$ cat config.mk
export PLATFORM = sky130hd
export DESIGN_NAME = arm7tdmi_mem_arbiter
export DESIGN_NICKNAME = d
export VERILOG_FILES = /design/src/rtl/arm7tdmi_pkg.sv /design/src/rtl/arm7tdmi_mem_arbiter.sv
export SDC_FILE = /design/constraint.sdc
export NUM_CORES = 1
export LEC_CHECK = 0
export CAP_MARGIN = 20
export CELL_PAD_IN_SITES_DETAIL_PLACEMENT = 0
export CELL_PAD_IN_SITES_GLOBAL_PLACEMENT = 2
export CORE_MARGIN = 2
export CORE_UTILIZATION = 21
export DETAILED_ROUTE_END_ITERATION = 16
export PLACE_DENSITY = 0.84
export SYNTH_ARGS = -nofsm -noshare
export SYNTH_HDL_FRONTEND = slang
export SYNTH_SLANG_ARGS = --single-unit
$ cat constraint.sdc
create_clock -name clk -period 5.2 [get_ports clk]
set_input_delay 1.04 -clock clk [delete_from_list [all_inputs] [get_ports clk]]
set_output_delay 1.04 -clock clk [all_outputs]
set_load 0.05 [all_outputs]
$ cat src/rtl/arm7tdmi_pkg.sv
// Shared types for the ARM7TDMI core memory-side blocks.
package arm7tdmi_pkg;

  typedef enum logic [1:0] {
    BYTE = 2'd0,
    HALF = 2'd1,
    WORD = 2'd2
  } mem_size_t;

  typedef enum logic [1:0] {
    IDLE   = 2'd0,
    BUSY_I = 2'd1,
    BUSY_D = 2'd2
  } arb_state_t;

  typedef enum logic [1:0] {
    OWN_NONE = 2'd0,
    OWN_I    = 2'd1,
    OWN_D    = 2'd2
  } arb_owner_t;

endpackage

$ cat src/rtl/arm7tdmi_mem_arbiter.sv
// Fetch/data arbiter for the single core memory bus: data-priority with a
// fetch starvation limit, one transaction at a time, optional wait timeout.
module arm7tdmi_mem_arbiter
  import arm7tdmi_pkg::*;
#(
  parameter int MAX_STREAK = 4,
  parameter int TIMEOUT    = 64,
  parameter int CNT_W      = 8
) (
  input  logic        clk,
  input  logic        rst,
  input  logic        if_re,
  input  logic [31:0] if_addr,
  output logic [31:0] if_rdata,
  output logic        if_ready,
  output logic        if_err,
  input  logic        d_re,
  input  logic        d_we,
  input  logic [31:0] d_addr,
  input  logic [31:0] d_wdata,
  input  logic [1:0]  d_size,
  output logic [31:0] d_rdata,
  output logic        d_ready,
  output logic        d_err,
  output logic [31:0] mem_addr,
  output logic        mem_re,
  output logic        mem_we,
  output logic [31:0] mem_wdata,
  output logic [1:0]  mem_size,
  input  logic [31:0] mem_rdata,
  input  logic        mem_ready,
  output logic        busy
);

  localparam logic [CNT_W-1:0] STREAK_MAX = CNT_W'(MAX_STREAK);
  localparam logic [CNT_W-1:0] TMO_LAST   = (TIMEOUT > 0) ? CNT_W'(TIMEOUT - 1) : '0;

  arb_state_t       state_q, state_d;
  arb_owner_t       grant;
  logic [CNT_W-1:0] streak_q, tcnt_q;
  logic             abandon_q;
  logic             d_req, force_fetch, owner_req, tmo, done, deliver;

  assign d_req       = d_re | d_we;
  assign force_fetch = if_re && (MAX_STREAK != 0) && (streak_q == STREAK_MAX);
  assign busy        = (state_q != IDLE);

  // NOTE: every signal driven here gets a default first, so no path can leave
  // one unassigned and infer a latch; blocking '=' is correct in combinational code.
  always_comb begin
    state_d   = state_q;
    grant     = OWN_NONE;
    owner_req = 1'b0;
    tmo       = 1'b0;
    done      = 1'b0;
    unique case (state_q)
      IDLE: begin
        if (d_req && !force_fetch) begin
          grant   = OWN_D;
          state_d = BUSY_D;
        end else if (if_re) begin
          grant   = OWN_I;
          state_d = BUSY_I;
        end
      end
      BUSY_I, BUSY_D: begin
        owner_req = (state_q == BUSY_I) ? if_re : d_req;
        // A mem_ready coinciding with the last timeout cycle completes normally.
        tmo       = (TIMEOUT != 0) && !mem_ready && (tcnt_q == TMO_LAST);
        done      = mem_ready || tmo;
        if (done) state_d = IDLE;
      end
      default: state_d = IDLE;
    endcase

    // A requester that dropped its request at any point during BUSY has left.
    deliver  = done && !abandon_q && owner_req && !rst;
    if_ready = deliver && (state_q == BUSY_I);
    d_ready  = deliver && (state_q == BUSY_D);
    if_err   = if_ready && tmo;
    d_err    = d_ready && tmo;
    if_rdata = (if_ready && !tmo) ? mem_rdata : 32'h0;
    d_rdata  = (d_ready && !tmo) ? mem_rdata : 32'h0;
  end

  // NOTE: sequential state uses non-blocking '<=' so all registers update
  // together from pre-edge values, independent of statement order.
  always_ff @(posedge clk) begin
    if (rst) state_q <= IDLE;
    else     state_q <= state_d;
  end

  // NOTE: this block holds only control/datapath flops, so every one of them
  // is reset; there is no storage array here that would justify skipping reset.
  always_ff @(posedge clk) begin
    if (rst) begin
      mem_addr  <= '0;
      mem_re    <= 1'b0;
      mem_we    <= 1'b0;
      mem_wdata <= '0;
      mem_size  <= '0;
      streak_q  <= '0;
      tcnt_q    <= '0;
      abandon_q <= 1'b0;
    end else begin
      unique case (grant)
        OWN_D: begin
          mem_addr  <= d_addr;
          mem_wdata <= d_wdata;
          mem_size  <= d_size;
          mem_re    <= d_re;
          mem_we    <= d_we;
          tcnt_q    <= '0;
        end
        OWN_I: begin
          mem_addr  <= if_addr;
          mem_wdata <= '0;
          mem_size  <= 2'(WORD);
          mem_re    <= 1'b1;
          mem_we    <= 1'b0;
          tcnt_q    <= '0;
        end
        default: ;
      endcase

      if (state_q == IDLE) begin
        if (grant == OWN_I || !if_re)
          streak_q <= '0;
        else if (grant == OWN_D && streak_q != STREAK_MAX)
          streak_q <= streak_q + CNT_W'(1);
      end

      if (busy) begin
        if (done) begin
          mem_re    <= 1'b0;
          mem_we    <= 1'b0;
          abandon_q <= 1'b0;
        end else begin
          if (!owner_req) abandon_q <= 1'b1;
          tcnt_q <= tcnt_q + CNT_W'(1);
        end
      end
    end
  end

endmodule

# == After elaboration in Yosys (flattened, before gate mapping) ==
# Index checks and enable logic that the tools add are counted.
# W data, S select, Z words.
# totals
regBits,87
inputBits,136
output_inout_bits,137
elab_cells,81
# classes
addsub,2
eq_ne,10
n_mux,29
bitwise,1
n_reduce_logical,30
# op_table
cell,n
$pmux W32 S2,2
$mux W32,2
$mux W8,5
$add A8 B1 Y8 const B,2
$logic_and A1 B1 Y1,13
$mux W1,11
$mux W2,5
$eq A8 B3 Y1 const B,1
$eq A8 B6 Y1 const B,1
$ne A8 B3 Y1 const B,1
$pmux W2 S2,2
$logic_not A1 Y1,6
$reduce_and A2 Y1,3
$reduce_bool A2 Y1,3
$eq A2 B1 Y1 const B,2
$eq A2 B2 Y1 const B,2
$pmux W1 S2,2
$reduce_or A2 Y1,2
$ne A3 B3 Y1 const B,1
$logic_not A2 Y1,1
$logic_or A1 B1 Y1,2
$ne A2 B1 Y1 const B,1
$ne A2 B2 Y1 const B,1
$or A1 B1 Y1,1

# == Logic depth before layout (Yosys ltp) ==
# Gate-level depths: netlist of the first run.
# depth
depth_word,11
depth_mapped,13
depth_no_buf,11

# == Worst setup path after synthesis of the first run ==
# Ideal clock, no wire load.
# synth_path
path_kind,input to output
startpoint,input port d_we
endpoint,output port d_rdata[10]
t_arrival_ns,2.264
setup_slack_ns,1.896
path_stages,5
path_buffers,1
cell_sequence,or3_1 and4_1 and3_4 buf_6 and2_1
# synth_via
elab_chain_len,8
# synth_rtl
element,line_no,source
"start, declared",arm7tdmi_mem_arbiter.sv:18,"input logic d_we,"
$or A1 B1 Y1,arm7tdmi_mem_arbiter.sv:44,assign d_req = d_re | d_we;
$mux W1,arm7tdmi_mem_arbiter.sv:67,owner_req = (state_q == BUSY_I) ? if_re : d_req;
$mux W1,arm7tdmi_mem_arbiter.sv:56,unique case (state_q)
$logic_and A1 B1 Y1 (2 in series),arm7tdmi_mem_arbiter.sv:77,deliver = done && !abandon_q && owner_req && !rst;
$logic_and A1 B1 Y1,arm7tdmi_mem_arbiter.sv:79,d_ready = deliver && (state_q == BUSY_D);
$logic_and A1 B1 Y1,arm7tdmi_mem_arbiter.sv:83,d_rdata = (d_ready && !tmo) ? mem_rdata : 32'h0;
$mux W32,arm7tdmi_mem_arbiter.sv:83,
"end, declared",arm7tdmi_mem_arbiter.sv:22,"output logic [31:0] d_rdata,"
# Every way passes these cells.

# == Worst setup path in the final report of the first run ==
# layout_path
startpoint,input port if_re
endpoint,output port if_rdata[24]
# layout_via
elab_chain_len,7
# layout_rtl
element,line_no,source
"start, declared",arm7tdmi_mem_arbiter.sv:12,"input logic if_re,"
$mux W1,arm7tdmi_mem_arbiter.sv:67,
$mux W1,arm7tdmi_mem_arbiter.sv:56,
$logic_and A1 B1 Y1 (2 in series),arm7tdmi_mem_arbiter.sv:77,
$logic_and A1 B1 Y1,arm7tdmi_mem_arbiter.sv:78,if_ready = deliver && (state_q == BUSY_I);
$logic_and A1 B1 Y1,arm7tdmi_mem_arbiter.sv:82,if_rdata = (if_ready && !tmo) ? mem_rdata : 32'h0;
$mux W32,arm7tdmi_mem_arbiter.sv:82,
"end, declared",arm7tdmi_mem_arbiter.sv:14,"output logic [31:0] if_rdata,"
# Every way passes these cells.

==> impl_table.tex, run 1 <==
\begin{tabular}{lr}
\hline
Metric & Value \\
\hline
\multicolumn{2}{l}{\textbf{Job}} \\
Number of max-cap violations & 0 \\
\multicolumn{2}{l}{\textbf{Floorplan}} \\
Die footprint & 21,570 sq um \\
Core ar. & 20,100 sq um \\
Initial Util & 0.2132 \\
Number of rows in the core area & 52 \\
Vert. Die Dim & 146.9 um \\
DIE WIDTH & 146.9 um \\
IO Pins & 273 \\
\multicolumn{2}{l}{\textbf{Routing}} \\
Post-detailed-route via-to-cell ratio & 4.266 \\
Via count & 4,411 \\
Number of search-and-repair iterations in the first detailed-routing pass & 4 \\
Count of routing violations after the opening detailed-route iteration & 147 \\
Final routed wire length divided by cell count & 14.07 um \\
Antenna-violating nets left & 0 \\
Total length of routed wires & 14.55 mm \\
Remaining routing DRC violations & 0 \\
\multicolumn{2}{l}{\textbf{Synth}} \\
Netlist Area Pre-Place & 4287 sq um \\
Cells taking the most area after synthesis & sky130\_fd\_sc\_hd\_\_dfxtp\_1, sky130\_fd\_sc\_hd\_\_nor2\_1, sky130\_fd\_sc\_hd\_\_and2\_1, sky130\_fd\_sc\_hd\_\_mux2i\_1, sky130\_fd\_sc\_hd\_\_a22oi\_1 \\
Fraction of registers with async set or reset after synthesis & 0 \\
Number of enable-type register cells in the synthesized netlist & 0 \\
Part of the Yosys area used for sequential elements & 0.4063 \\
Portion of synthesized cell area occupied by the leading cell type & 0.4063 \\
Number of warning messages in the yosys log & 0 \\
Library cell with the largest summed area after synthesis & sky130\_fd\_sc\_hd\_\_dfxtp\_1 \\
FF+latch count, synth & 87 \\
Count of cell types in the netlist & 52 \\
Synthesized net count & 652 \\
Top\_reg\_cell synth & sky130\_fd\_sc\_hd\_\_dfxtp\_1 \\
Post-synthesis instance total & 508 \\
Syn Area/Cell & 8.438 sq um \\
\multicolumn{2}{l}{\textbf{Worst setup path}} \\
Maximum fanout along the worst path & 32 \\
Worst R2R Setup Slack & 2430 ps \\
Biggest cell delay along the critical path & 810 ps \\
Critical-path top delay cell & sky130\_fd\_sc\_hd\_\_clkdlybuf4s50\_1 \\
Type of element capturing the critical path & primary output \\
CP arrival & 3330 ps \\
Req. time, crit path & 4160 ps \\
Critical Setup Path Class & input pin to primary output \\
Critical Path Most Common Cell & sky130\_fd\_sc\_hd\_\_clkdlybuf4s50\_1 \\
Series of cell instances along the critical path & clkdlybuf4s50\_1, nand2b\_1, and4\_1, and3\_4, and2\_1, clkdlybuf4s50\_1 \\
Startpoint Class & input pin \\
\multicolumn{2}{l}{\textbf{Global routing}} \\
Largest net degree at the start of global routing & 73 \\
Number of global-route vias before repair & 4,311 \\
Aggregate global routing overflow & 0 \\
Global-route wire length before repair & 23.03 mm \\
Global routing usage summed across all routing layers & 0.1342 \\
Number of antenna violations at the first check in global routing & 0 \\
\multicolumn{2}{l}{\textbf{Finish}} \\
Diode insertion count for antenna repair & 0 \\
Commonest non-fill, non-tap cell in the layout & sky130\_fd\_sc\_hd\_\_clkdlybuf4s50\_1 \\
Layout cell share with drive strength beyond 1 & 0.04450 \\
Layout Area Growth over Synthesis & 75.95\% \\
Total area of multi-input combinational cells & 2328 sq um \\
Cell area after layout & 7542 sq um \\
Filler cell count in the final layout & 2,076 \\
Area taken by flip-flops and latches & 1742 sq um \\
Most frequent cells in the layout & sky130\_fd\_sc\_hd\_\_clkdlybuf4s50\_1, sky130\_fd\_sc\_hd\_\_nor2\_1, sky130\_fd\_sc\_hd\_\_dfxtp\_1, sky130\_fd\_sc\_hd\_\_and2\_1, sky130\_fd\_sc\_hd\_\_a21oi\_1 \\
Final layout net count & 903 \\
\multicolumn{2}{l}{\textbf{STA}} \\
Worst max-slew margin expressed relative to the limit & 0.4511 \\
Count of final hold-check violations & 0 \\
Actual slew at the worst max-slew pin & 823.4 ps \\
Highest achievable clock rate & 228.6 MHz \\
Setup clock skew after layout & 8.239 ps \\
Max Transition Viols Final & 0 \\
Final worst path period need & 4374 ps \\
Summed negative setup slack over all endpoints & 0 ps \\
Period utilisation layout & 0.8412 \\
Setup repair after global routing missed its margin & false \\
Final setup fails & 0 \\
\multicolumn{2}{l}{\textbf{CTS}} \\
Clock tree from TritonCTS & yes \\
Quantity of hold-fixing buffers added after cts & 0 \\
Clock slew seen by the registers of the worst setup and hold paths & 70 ps \\
Clk\_lat worst skew & 340 ps \\
CTS root buffer & sky130\_fd\_sc\_hd\_\_clkbuf\_16 \\
Deepest level of the CTS H-tree & 3 \\
Clk sinks & 87 \\
TritonCTS buffer count & 9 \\
Post-cts sizing count & 0 \\
Buffers inserted by post-CTS timing repair & 0 \\
Largest buffer count on any clock path & 2 \\
\multicolumn{2}{l}{\textbf{Placement}} \\
Count of input and output buffers & 272 \\
Total placed instance area & 7191 sq um \\
Routability congestion estimate from global placement & 0.7306 \\
HPWL after detailed placement & 10.68 mm \\
\multicolumn{2}{l}{\textbf{Power}} \\
Power density relative to cell area & 319.7 nW/um\^{}2 \\
Post-layout total power & 0.002411 W \\
Static leakage & 2.811 nW \\
Peak supply drop & 0.1825 mV \\
\multicolumn{2}{l}{\textbf{Outcome}} \\
Outcome & finished clean \\
\multicolumn{2}{l}{\textbf{Worst hold path}} \\
Class of the tightest hold or removal check & flop to flop \\
\hline
\end{tabular}
sequential cells by signal (all words and copies together), names as in the netlist:
| signal | count |
|---|---|
| mem_addr | 32 |
| mem_wdata | 32 |
| streak_q | 8 |
| tcnt_q | 8 |
| mem_size | 2 |
| state_q | 2 |
| abandon_q | 1 |
| mem_re | 1 |
| mem_we | 1 |
routing by layer:
metal  GRT usage  routed length [um]
met2      0.2263                6742
met4     0.04175                 161
met5           0                   0
met1      0.1489                5948
met3     0.06615                1695
area by class of cell:
cell class,count,area share
Timing Repair Buffer,275,0.3650
Multi-Input combinational cell,378,0.3087
Sequential cell,87,0.2309
Tap cell,270,0.04479
Clock buffer,9,0.02986
Clock inverter,7,0.01676
Inverter,8,0.003981
worst max-delay path: cells and delay by family:
family,cells,cell delay (ps)
simple gates,4,920
buf+inv,2,1380
synthesized netlist by cell type (6+ instances only):
cell,number
sky130_fd_sc_hd__nand2_1,10
sky130_fd_sc_hd__xor2_1,6
sky130_fd_sc_hd__nor3_1,7
sky130_fd_sc_hd__clkbuf_1,20
sky130_fd_sc_hd__nand3_1,8
sky130_fd_sc_hd__a22oi_1,33
sky130_fd_sc_hd__inv_1,7
sky130_fd_sc_hd__ha_1,8
sky130_fd_sc_hd__buf_6,7
sky130_fd_sc_hd__a21oi_1,38
sky130_fd_sc_hd__and2_1,70
sky130_fd_sc_hd__nor2_1,117
sky130_fd_sc_hd__mux2i_1,33
sky130_fd_sc_hd__dfxtp_1,87
per-stage QoR:
step	cells	setup slack, ps	utilization	hold slack, ps
final	1034	825.5	0.3752	471.1
after global routing	1034	654.2	0.3752	514.0
after CTS	1034	802.1	0.3752	476.9
after detailed placement	1018	809.9	0.3577	459.6
after global placement	1018	826.6	0.3577	448.5
after floorplan	508	1896	-	437.4
power breakdown:
group / internal [W] / switching (W) / leakage, nW
Combinational: 0.000328 / 0.000530 / 1.93
Clock: 0.000476 / 0.000289 / 0.169
Sequential: 0.000745 / 0.0000430 / 0.715
cells by family after synthesis:
| group | synth area share |
|---|---|
| flip-flops | 0.4063 |
| multiplexers | 0.07969 |
| XOR/XNOR | 0.01430 |
| AO/OA/AOI/OAI | 0.1413 |
| buffers and inverters | 0.05400 |
| AND/OR/NAND/NOR | 0.2811 |
| adder cells (fa/ha/maj) | 0.02335 |
final timing paths:
kind / depth (start not counted) / from / endpoint
max: 6 / if_re / if_rdata[24]
min: 2 / abandon_q$_SDFFE_PP0P_ / abandon_q$_SDFFE_PP0P_
min reg2reg: 2 / abandon_q$_SDFFE_PP0P_ / abandon_q$_SDFFE_PP0P_
max reg2reg: 10 / streak_q[0]$_SDFFE_PP0P_ / mem_size[0]$_SDFFE_PP0P_
Note: power is estimated with default switching activity, not from simulation.
==> run 2, diff against run 1 <==
--- a/config.mk
+++ b/config.mk
@@ -9,9 +9,9 @@
 export CELL_PAD_IN_SITES_DETAIL_PLACEMENT = 0
 export CELL_PAD_IN_SITES_GLOBAL_PLACEMENT = 2
 export CORE_MARGIN = 2
-export CORE_UTILIZATION = 21
+export CORE_UTILIZATION = 19
 export DETAILED_ROUTE_END_ITERATION = 16
-export PLACE_DENSITY = 0.84
+export PLACE_DENSITY = 0.77
 export SYNTH_ARGS = -nofsm -noshare
 export SYNTH_HDL_FRONTEND = slang
 export SYNTH_SLANG_ARGS = --single-unit
==> constraint.sdc (replaced) <==
create_clock -name clk -period 4.45 [get_ports clk]
set_input_delay 0.89 -clock clk [delete_from_list [all_inputs] [get_ports clk]]
set_output_delay 0.89 -clock clk [all_outputs]
set_load 0.05 [all_outputs]
==> impl_table.tex, run 2 (synthesis results as in run 1) <==
\begin{tabular}{lr}
\hline
Metric & Value \\
\hline
\multicolumn{2}{l}{\textbf{Power}} \\
Power density relative to cell area & 363.7 nW/um\^{}2 (was 319.7 nW/um\^{}2) \\
Static leakage & 2.839 nW (was 2.811 nW) \\
Peak supply drop & 0.1691 mV (was 0.1825 mV) \\
\multicolumn{2}{l}{\textbf{STA}} \\
Setup clock skew after layout & 11.13 ps (was 8.239 ps) \\
Summed negative setup slack over all endpoints & 0 ps (unchanged) \\
Final worst path period need & 4050 ps \\
Setup repair after global routing missed its margin & false (unchanged) \\
Worst max-slew margin expressed relative to the limit & 0.4535 (was 0.4511) \\
Final setup fails & 0 (unchanged) \\
Actual slew at the worst max-slew pin & 819.8 ps (was 823.4 ps) \\
Max Transition Viols Final & 0 (unchanged) \\
Highest achievable clock rate & 246.9 MHz \\
Count of final hold-check violations & 0 (unchanged) \\
Period utilisation layout & 0.9101 \\
\multicolumn{2}{l}{\textbf{Worst hold path}} \\
Class of the tightest hold or removal check & flop to flop (unchanged) \\
\multicolumn{2}{l}{\textbf{Floorplan}} \\
Vert. Die Dim & 154.2 um (was 146.9 um) \\
DIE WIDTH & 154.2 um (was 146.9 um) \\
Core ar. & 21,960 sq um (was 20,100 sq um) \\
IO Pins & 273 (unchanged) \\
Die footprint & 23,780 sq um (was 21,570 sq um) \\
Initial Util & 0.1952 (was 0.2132) \\
Number of rows in the core area & 54 (was 52) \\
\multicolumn{2}{l}{\textbf{Finish}} \\
Regs by FF count & mem\_addr: 32 flops, mem\_wdata: 32 flops (unchanged) \\
Area taken by flip-flops and latches & 1742 sq um (unchanged) \\
Layout Area Growth over Synthesis & 75.07\% (was 75.95\%) \\
Number of standard cells in the layout, taps in and fillers out & 1,047 (was 1,034) \\
Commonest non-fill, non-tap cell in the layout & sky130\_fd\_sc\_hd\_\_clkdlybuf4s50\_1 (unchanged) \\
Layout cell share with drive strength beyond 1 & 0.06649 (was 0.04450) \\
Diode insertion count for antenna repair & 0 (unchanged) \\
Filler cell count in the final layout & 2,318 (was 2,076) \\
Total area of multi-input combinational cells & 2328 sq um (unchanged) \\
Most frequent cells in the layout & sky130\_fd\_sc\_hd\_\_clkdlybuf4s50\_1, sky130\_fd\_sc\_hd\_\_nor2\_1, sky130\_fd\_sc\_hd\_\_dfxtp\_1, sky130\_fd\_sc\_hd\_\_and2\_1, sky130\_fd\_sc\_hd\_\_a21oi\_1 (unchanged) \\
Final layout net count & 906 (was 903) \\
\multicolumn{2}{l}{\textbf{Routing}} \\
Count of routing violations after the opening detailed-route iteration & 208 (was 147) \\
Final routed wire length divided by cell count & 13.97 um (was 14.07 um) \\
Remaining routing DRC violations & 0 (unchanged) \\
Post-detailed-route via-to-cell ratio & 4.165 (was 4.266) \\
Number of search-and-repair iterations in the first detailed-routing pass & 4 (unchanged) \\
Antenna-violating nets left & 0 (unchanged) \\
Total length of routed wires & 14.63 mm (was 14.55 mm) \\
Via count & 4,361 (was 4,411) \\
\multicolumn{2}{l}{\textbf{Global routing}} \\
Largest net degree at the start of global routing & 76 (was 73) \\
Global-route wire length before repair & 22.74 mm (was 23.03 mm) \\
Global routing usage summed across all routing layers & 0.1205 (was 0.1342) \\
Number of global-route vias before repair & 4,150 (was 4,311) \\
Aggregate global routing overflow & 0 (unchanged) \\
Number of antenna violations at the first check in global routing & 0 (unchanged) \\
\multicolumn{2}{l}{\textbf{Placement}} \\
Instance count after placement with tap cells included & 1,031 (was 1,018) \\
Routability congestion estimate from global placement & 0.6924 (was 0.7306) \\
Count of input and output buffers & 272 (unchanged) \\
HPWL after detailed placement & 10.88 mm (was 10.68 mm) \\
\multicolumn{2}{l}{\textbf{CTS}} \\
Buffers inserted by post-CTS timing repair & 0 (unchanged) \\
Post-cts sizing count & 0 (unchanged) \\
Clock slew seen by the registers of the worst setup and hold paths & 60 ps (was 70 ps) \\
CTS root buffer & sky130\_fd\_sc\_hd\_\_clkbuf\_16 (unchanged) \\
TritonCTS buffer count & 9 (unchanged) \\
Clk sinks & 87 (unchanged) \\
Largest buffer count on any clock path & 2 (unchanged) \\
Quantity of hold-fixing buffers added after cts & 0 (unchanged) \\
Clock tree from TritonCTS & yes (unchanged) \\
Clk\_lat worst skew & 340 ps (about the same) \\
Deepest level of the CTS H-tree & 3 (unchanged) \\
\multicolumn{2}{l}{\textbf{Worst setup path}} \\
Type of element capturing the critical path & primary output (unchanged) \\
CP arrival & 3160 ps (was 3330 ps) \\
Req. time, crit path & 3560 ps (was 4160 ps) \\
Worst R2R Setup Slack & 1830 ps (was 2430 ps) \\
Critical Setup Path Class & input pin to primary output (unchanged) \\
Startpoint Class & input pin (unchanged) \\
Maximum fanout along the worst path & 32 (unchanged) \\
\multicolumn{2}{l}{\textbf{Outcome}} \\
Outcome & finished clean (unchanged) \\
\multicolumn{2}{l}{\textbf{Job}} \\
Number of max-cap violations & 0 (unchanged) \\
\hline
\end{tabular}
-- run 2: cell count changes in the layout (fill, tap and decap cells not counted) --
cell                              change
sky130_fd_sc_hd__inv_6                -1
sky130_fd_sc_hd__clkinv_4             +2
sky130_fd_sc_hd__clkdlybuf4s50_1     -14
sky130_fd_sc_hd__clkbuf_8             +1
sky130_fd_sc_hd__buf_4               +17
sky130_fd_sc_hd__bufinv_16            -2
-- run 2: layer usage --
metal,up-vias,part of all wire,track usage,wire length [um]
met5,-,0,0,0
met4,0,0.0094,0.03249,138
met3,8,0.11,0.05324,1665
met2,214,0.45,0.2054,6565
met1,1889,0.43,0.1374,6257
li1,2250,-,-,-
-- run 2: where the power goes --
group	internal [W]	switching, W	total [W]
registers	0.000871	0.0000505	0.000921
logic	0.000384	0.000621	0.00101
clock network	0.000459	0.000344	0.000803
total	0.00171	0.00102	0.00273
-- run 2: layout make-up --
type,instances,area share
timing repair buffer,278,0.3651
multi-input combinational,378,0.3103
clock inverter,6,0.01000
tap,280,0.04668
clock buffer,10,0.03184
inverter,8,0.004001
sequential,87,0.2321
-- run 2: path summary, 6_finish.rpt --
check	start	endpoint	cells after the start
worst max-delay path	d_we	d_rdata[0]	6
worst min-delay path	abandon_q$_SDFFE_PP0P_	abandon_q$_SDFFE_PP0P_	2
worst max register to register	streak_q[0]$_SDFFE_PP0P_	mem_addr[21]$_SDFFE_PP0P_	10
worst min register to register	abandon_q$_SDFFE_PP0P_	abandon_q$_SDFFE_PP0P_	2
-- run 2: critical path, stage by stage --
cell                              delay (ps)
sky130_fd_sc_hd__clkdlybuf4s50_1         450
sky130_fd_sc_hd__or3_1                   420
sky130_fd_sc_hd__and4_1                  230
sky130_fd_sc_hd__and3_4                  270
sky130_fd_sc_hd__and2_1                  180
sky130_fd_sc_hd__clkdlybuf4s50_1         710
-- run 2: metrics by stage --
| step | utilization | worst slack [ps] | hold slack (ps) | total power [W] | cell area (sq um) |
|---|---|---|---|---|---|
| floorplan | - | 1446 | 437.4 | 0.001550 | 4287 |
| global placement | 0.3275 | 402.4 | 447.5 | 0.001959 | 7191 |
| detailed placement | 0.3275 | 411.3 | 462.9 | 0.001954 | 7191 |
| CTS | 0.3418 | 406.8 | 479.1 | 0.002786 | 7505 |
| global route | 0.3418 | 310.8 | 505.6 | 0.002890 | 7505 |
| finish | 0.3418 | 400.0 | 477.9 | 0.002730 | 7505 |
==> run 3, diff against run 2 <==
--- a/config.mk
+++ b/config.mk
@@ -9,9 +9,10 @@
 export CELL_PAD_IN_SITES_DETAIL_PLACEMENT = 0
 export CELL_PAD_IN_SITES_GLOBAL_PLACEMENT = 2
 export CORE_MARGIN = 2
-export CORE_UTILIZATION = 19
+export CORE_UTILIZATION = 21
 export DETAILED_ROUTE_END_ITERATION = 16
-export PLACE_DENSITY = 0.77
+export PLACE_DENSITY = 0.84
+export SKIP_LAST_GASP = 1
 export SYNTH_ARGS = -nofsm -noshare
 export SYNTH_HDL_FRONTEND = slang
 export SYNTH_SLANG_ARGS = --single-unit
==> constraint.sdc (replaced) <==
create_clock -name clk -period 5 [get_ports clk]
set_input_delay 1 -clock clk [delete_from_list [all_inputs] [get_ports clk]]
set_output_delay 1 -clock clk [all_outputs]
set_load 0.05 [all_outputs]
==> impl_table.tex, run 3 (synthesis results as in run 1) <==
\begin{tabular}{lr}
\hline
Metric & Value \\
\hline
\multicolumn{2}{l}{\textbf{Outcome}} \\
Outcome & finished clean (unchanged) \\
\multicolumn{2}{l}{\textbf{Worst hold path}} \\
Hold path cells & 2 (unchanged) \\
Class of the tightest hold or removal check & flop to flop (unchanged) \\
\multicolumn{2}{l}{\textbf{STA}} \\
Highest achievable clock rate & 234.1 MHz \\
Final setup fails & 0 (unchanged) \\
Summed negative setup slack over all endpoints & 0 ps (unchanged) \\
Setup clock skew after layout & 10.74 ps (was 11.13 ps) \\
Actual slew at the worst max-slew pin & 834.5 ps (was 819.8 ps) \\
Final worst path period need & 4272 ps \\
Max Transition Viols Final & 0 (unchanged) \\
Worst max-slew margin expressed relative to the limit & 0.4437 (was 0.4535) \\
Setup repair after global routing missed its margin & false (unchanged) \\
Count of final hold-check violations & 0 (unchanged) \\
Period utilisation layout & 0.8543 \\
\multicolumn{2}{l}{\textbf{Floorplan}} \\
DIE WIDTH & 146.9 um (was 154.2 um) \\
Die footprint & 21,570 sq um (was 23,780 sq um) \\
Core ar. & 20,100 sq um (was 21,960 sq um) \\
Vert. Die Dim & 146.9 um (was 154.2 um) \\
IO Pins & 273 (unchanged) \\
Initial Util & 0.2132 (was 0.1952) \\
Number of rows in the core area & 52 (was 54) \\
\multicolumn{2}{l}{\textbf{CTS}} \\
Clock tree from TritonCTS & yes (unchanged) \\
Clk\_lat worst skew & 340 ps (about the same) \\
TritonCTS buffer count & 9 (unchanged) \\
Clk sinks & 87 (unchanged) \\
Quantity of hold-fixing buffers added after cts & 0 (unchanged) \\
Clock slew seen by the registers of the worst setup and hold paths & 60 ps (about the same) \\
Post-cts sizing count & 0 (unchanged) \\
Deepest level of the CTS H-tree & 3 (unchanged) \\
CTS root buffer & sky130\_fd\_sc\_hd\_\_clkbuf\_16 (unchanged) \\
Buffers inserted by post-CTS timing repair & 0 (unchanged) \\
Largest buffer count on any clock path & 2 (unchanged) \\
\multicolumn{2}{l}{\textbf{Placement}} \\
HPWL after detailed placement & 10.55 mm (was 10.88 mm) \\
Count of input and output buffers & 272 (unchanged) \\
Routability congestion estimate from global placement & 0.7488 (was 0.6924) \\
\multicolumn{2}{l}{\textbf{Routing}} \\
Count of routing violations after the opening detailed-route iteration & 135 (was 208) \\
Final routed wire length divided by cell count & 13.83 um (was 13.97 um) \\
Via count & 4,403 (was 4,361) \\
Remaining routing DRC violations & 0 (unchanged) \\
Total length of routed wires & 14.33 mm (was 14.63 mm) \\
Antenna-violating nets left & 0 (unchanged) \\
Number of search-and-repair iterations in the first detailed-routing pass & 4 (unchanged) \\
Post-detailed-route via-to-cell ratio & 4.250 (was 4.165) \\
\multicolumn{2}{l}{\textbf{Worst setup path}} \\
Worst R2R Setup Slack & 2280 ps (was 1830 ps) \\
Critical Path Most Common Cell & sky130\_fd\_sc\_hd\_\_clkdlybuf4s50\_1 (unchanged) \\
Type of element capturing the critical path & primary output (unchanged) \\
CP arrival & 3270 ps (was 3160 ps) \\
Maximum fanout along the worst path & 32 (unchanged) \\
Critical Setup Path Class & input pin to primary output (unchanged) \\
Startpoint Class & input pin (unchanged) \\
Req. time, crit path & 4000 ps (was 3560 ps) \\
Length in cells of the worst reg-to-reg path & 10 (unchanged) \\
Critical-path top delay cell & sky130\_fd\_sc\_hd\_\_clkdlybuf4s50\_1 (unchanged) \\
Series of cell instances along the critical path & clkdlybuf4s50\_1, nand2b\_1, and4\_1, and3\_4, and2\_1, clkdlybuf4s50\_1 (was clkdlybuf4s50\_1, or3\_1, and4\_1, and3\_4, and2\_1, clkdlybuf4s50\_1) \\
Biggest cell delay along the critical path & 800 ps (was 710 ps) \\
\multicolumn{2}{l}{\textbf{Finish}} \\
Layout cell share with drive strength beyond 1 & 0.04700 (was 0.06649) \\
Final layout net count & 905 (was 906) \\
Diode insertion count for antenna repair & 0 (unchanged) \\
Most frequent cells in the layout & sky130\_fd\_sc\_hd\_\_clkdlybuf4s50\_1, sky130\_fd\_sc\_hd\_\_nor2\_1, sky130\_fd\_sc\_hd\_\_dfxtp\_1, sky130\_fd\_sc\_hd\_\_and2\_1, sky130\_fd\_sc\_hd\_\_a21oi\_1 (unchanged) \\
Layout Area Growth over Synthesis & 75.54\% (was 75.07\%) \\
Filler cell count in the final layout & 2,050 (was 2,318) \\
Commonest non-fill, non-tap cell in the layout & sky130\_fd\_sc\_hd\_\_clkdlybuf4s50\_1 (unchanged) \\
Regs by FF count & mem\_addr: 32 flops, mem\_wdata: 32 flops (unchanged) \\
\multicolumn{2}{l}{\textbf{Global routing}} \\
Global routing usage summed across all routing layers & 0.1302 (was 0.1205) \\
Global routing's busiest layer & met2 (unchanged) \\
Number of antenna violations at the first check in global routing & 0 (unchanged) \\
Met2 track utilization from global routing & 0.2258 (was 0.2054) \\
Largest net degree at the start of global routing & 73 (was 76) \\
M1 GR Usage & 0.1463 (was 0.1374) \\
Met3 track demand over resource in global routing & 0.05621 (was 0.05324) \\
Number of global-route vias before repair & 4,204 (was 4,150) \\
Global-route wire length before repair & 22.43 mm (was 22.74 mm) \\
Aggregate global routing overflow & 0 (unchanged) \\
\multicolumn{2}{l}{\textbf{Power}} \\
Post-layout total power & 0.002456 W (was 0.002730 W) \\
Static leakage & 2.804 nW (was 2.839 nW) \\
Peak supply drop & 0.1561 mV (was 0.1691 mV) \\
Power density relative to cell area & 326.5 nW/um\^{}2 (was 363.7 nW/um\^{}2) \\
\multicolumn{2}{l}{\textbf{Job}} \\
Number of max-cap violations & 0 (unchanged) \\
\hline
\end{tabular}
==> run 3: changes by cell type in the layout (fill, tap and decap cells not counted), sizes merged <==
cell	previous run	this run
buf	21	6
inv	9	8
bufinv	1	2
clkdlybuf4s50	257	271
clkinvlp	1	2
clkinv	3	2
==> run 3: stage by stage <==
stage / setup WS, ps / cell area (sq um) / std cells / hold slack (ps) / util
after detailed placement: 709.2 / 7193 / 1020 / 457.5 / 0.3578
after CTS: 708.3 / 7525 / 1036 / 471.9 / 0.3743
final: 728.4 / 7525 / 1036 / 471.7 / 0.3743
after floorplan: 1776 / 4287 / 508 / 437.4 / -
after global placement: 709.7 / 7193 / 1020 / 449.9 / 0.3578
after global routing: 551.0 / 7525 / 1036 / 488.6 / 0.3743
==> run 3: layer usage <==
metal  vias up  routed length (um)
met5         -                   0
met4         0                 140
met3        11                1549
met2       208                6749
met1      1950                5893
li1       2234                   -
==> run 3: report_power, final <==
group | switching [W] | internal, W
registers | 0.0000448 | 0.000775
clock network | 0.000294 | 0.000454
logic | 0.000550 | 0.000339
==> run 3: worst paths after layout <==
check                                    to                     start
setup / recovery                if_rdata[0]                     if_re
hold / removal       abandon_q$_SDFFE_PP0P_    abandon_q$_SDFFE_PP0P_
setup reg to reg  mem_addr[19]$_SDFFE_PP0P_  streak_q[0]$_SDFFE_PP0P_
hold reg to reg      abandon_q$_SDFFE_PP0P_    abandon_q$_SDFFE_PP0P_
==> run 3: cell type report <==
| class | instances | area, sq um | share of cell area |
|---|---|---|---|
| clock buffers | 10 | 239.0 | 0.03176 |
| repair buffers | 277 | 2755 | 0.3661 |
| multi-input cells | 378 | 2328 | 0.3094 |
| well taps | 270 | 337.8 | 0.04490 |
| flip-flops and latches | 87 | 1742 | 0.2315 |
| inverters | 8 | 30.03 | 0.003991 |
| clock inverters | 6 | 92.59 | 0.01230 |
==> run 3: worst max-delay path, delay by kind of cell <==
family / cells / cell delay [ps]
buf+inv: 2 / 1350
simple gates: 4 / 910
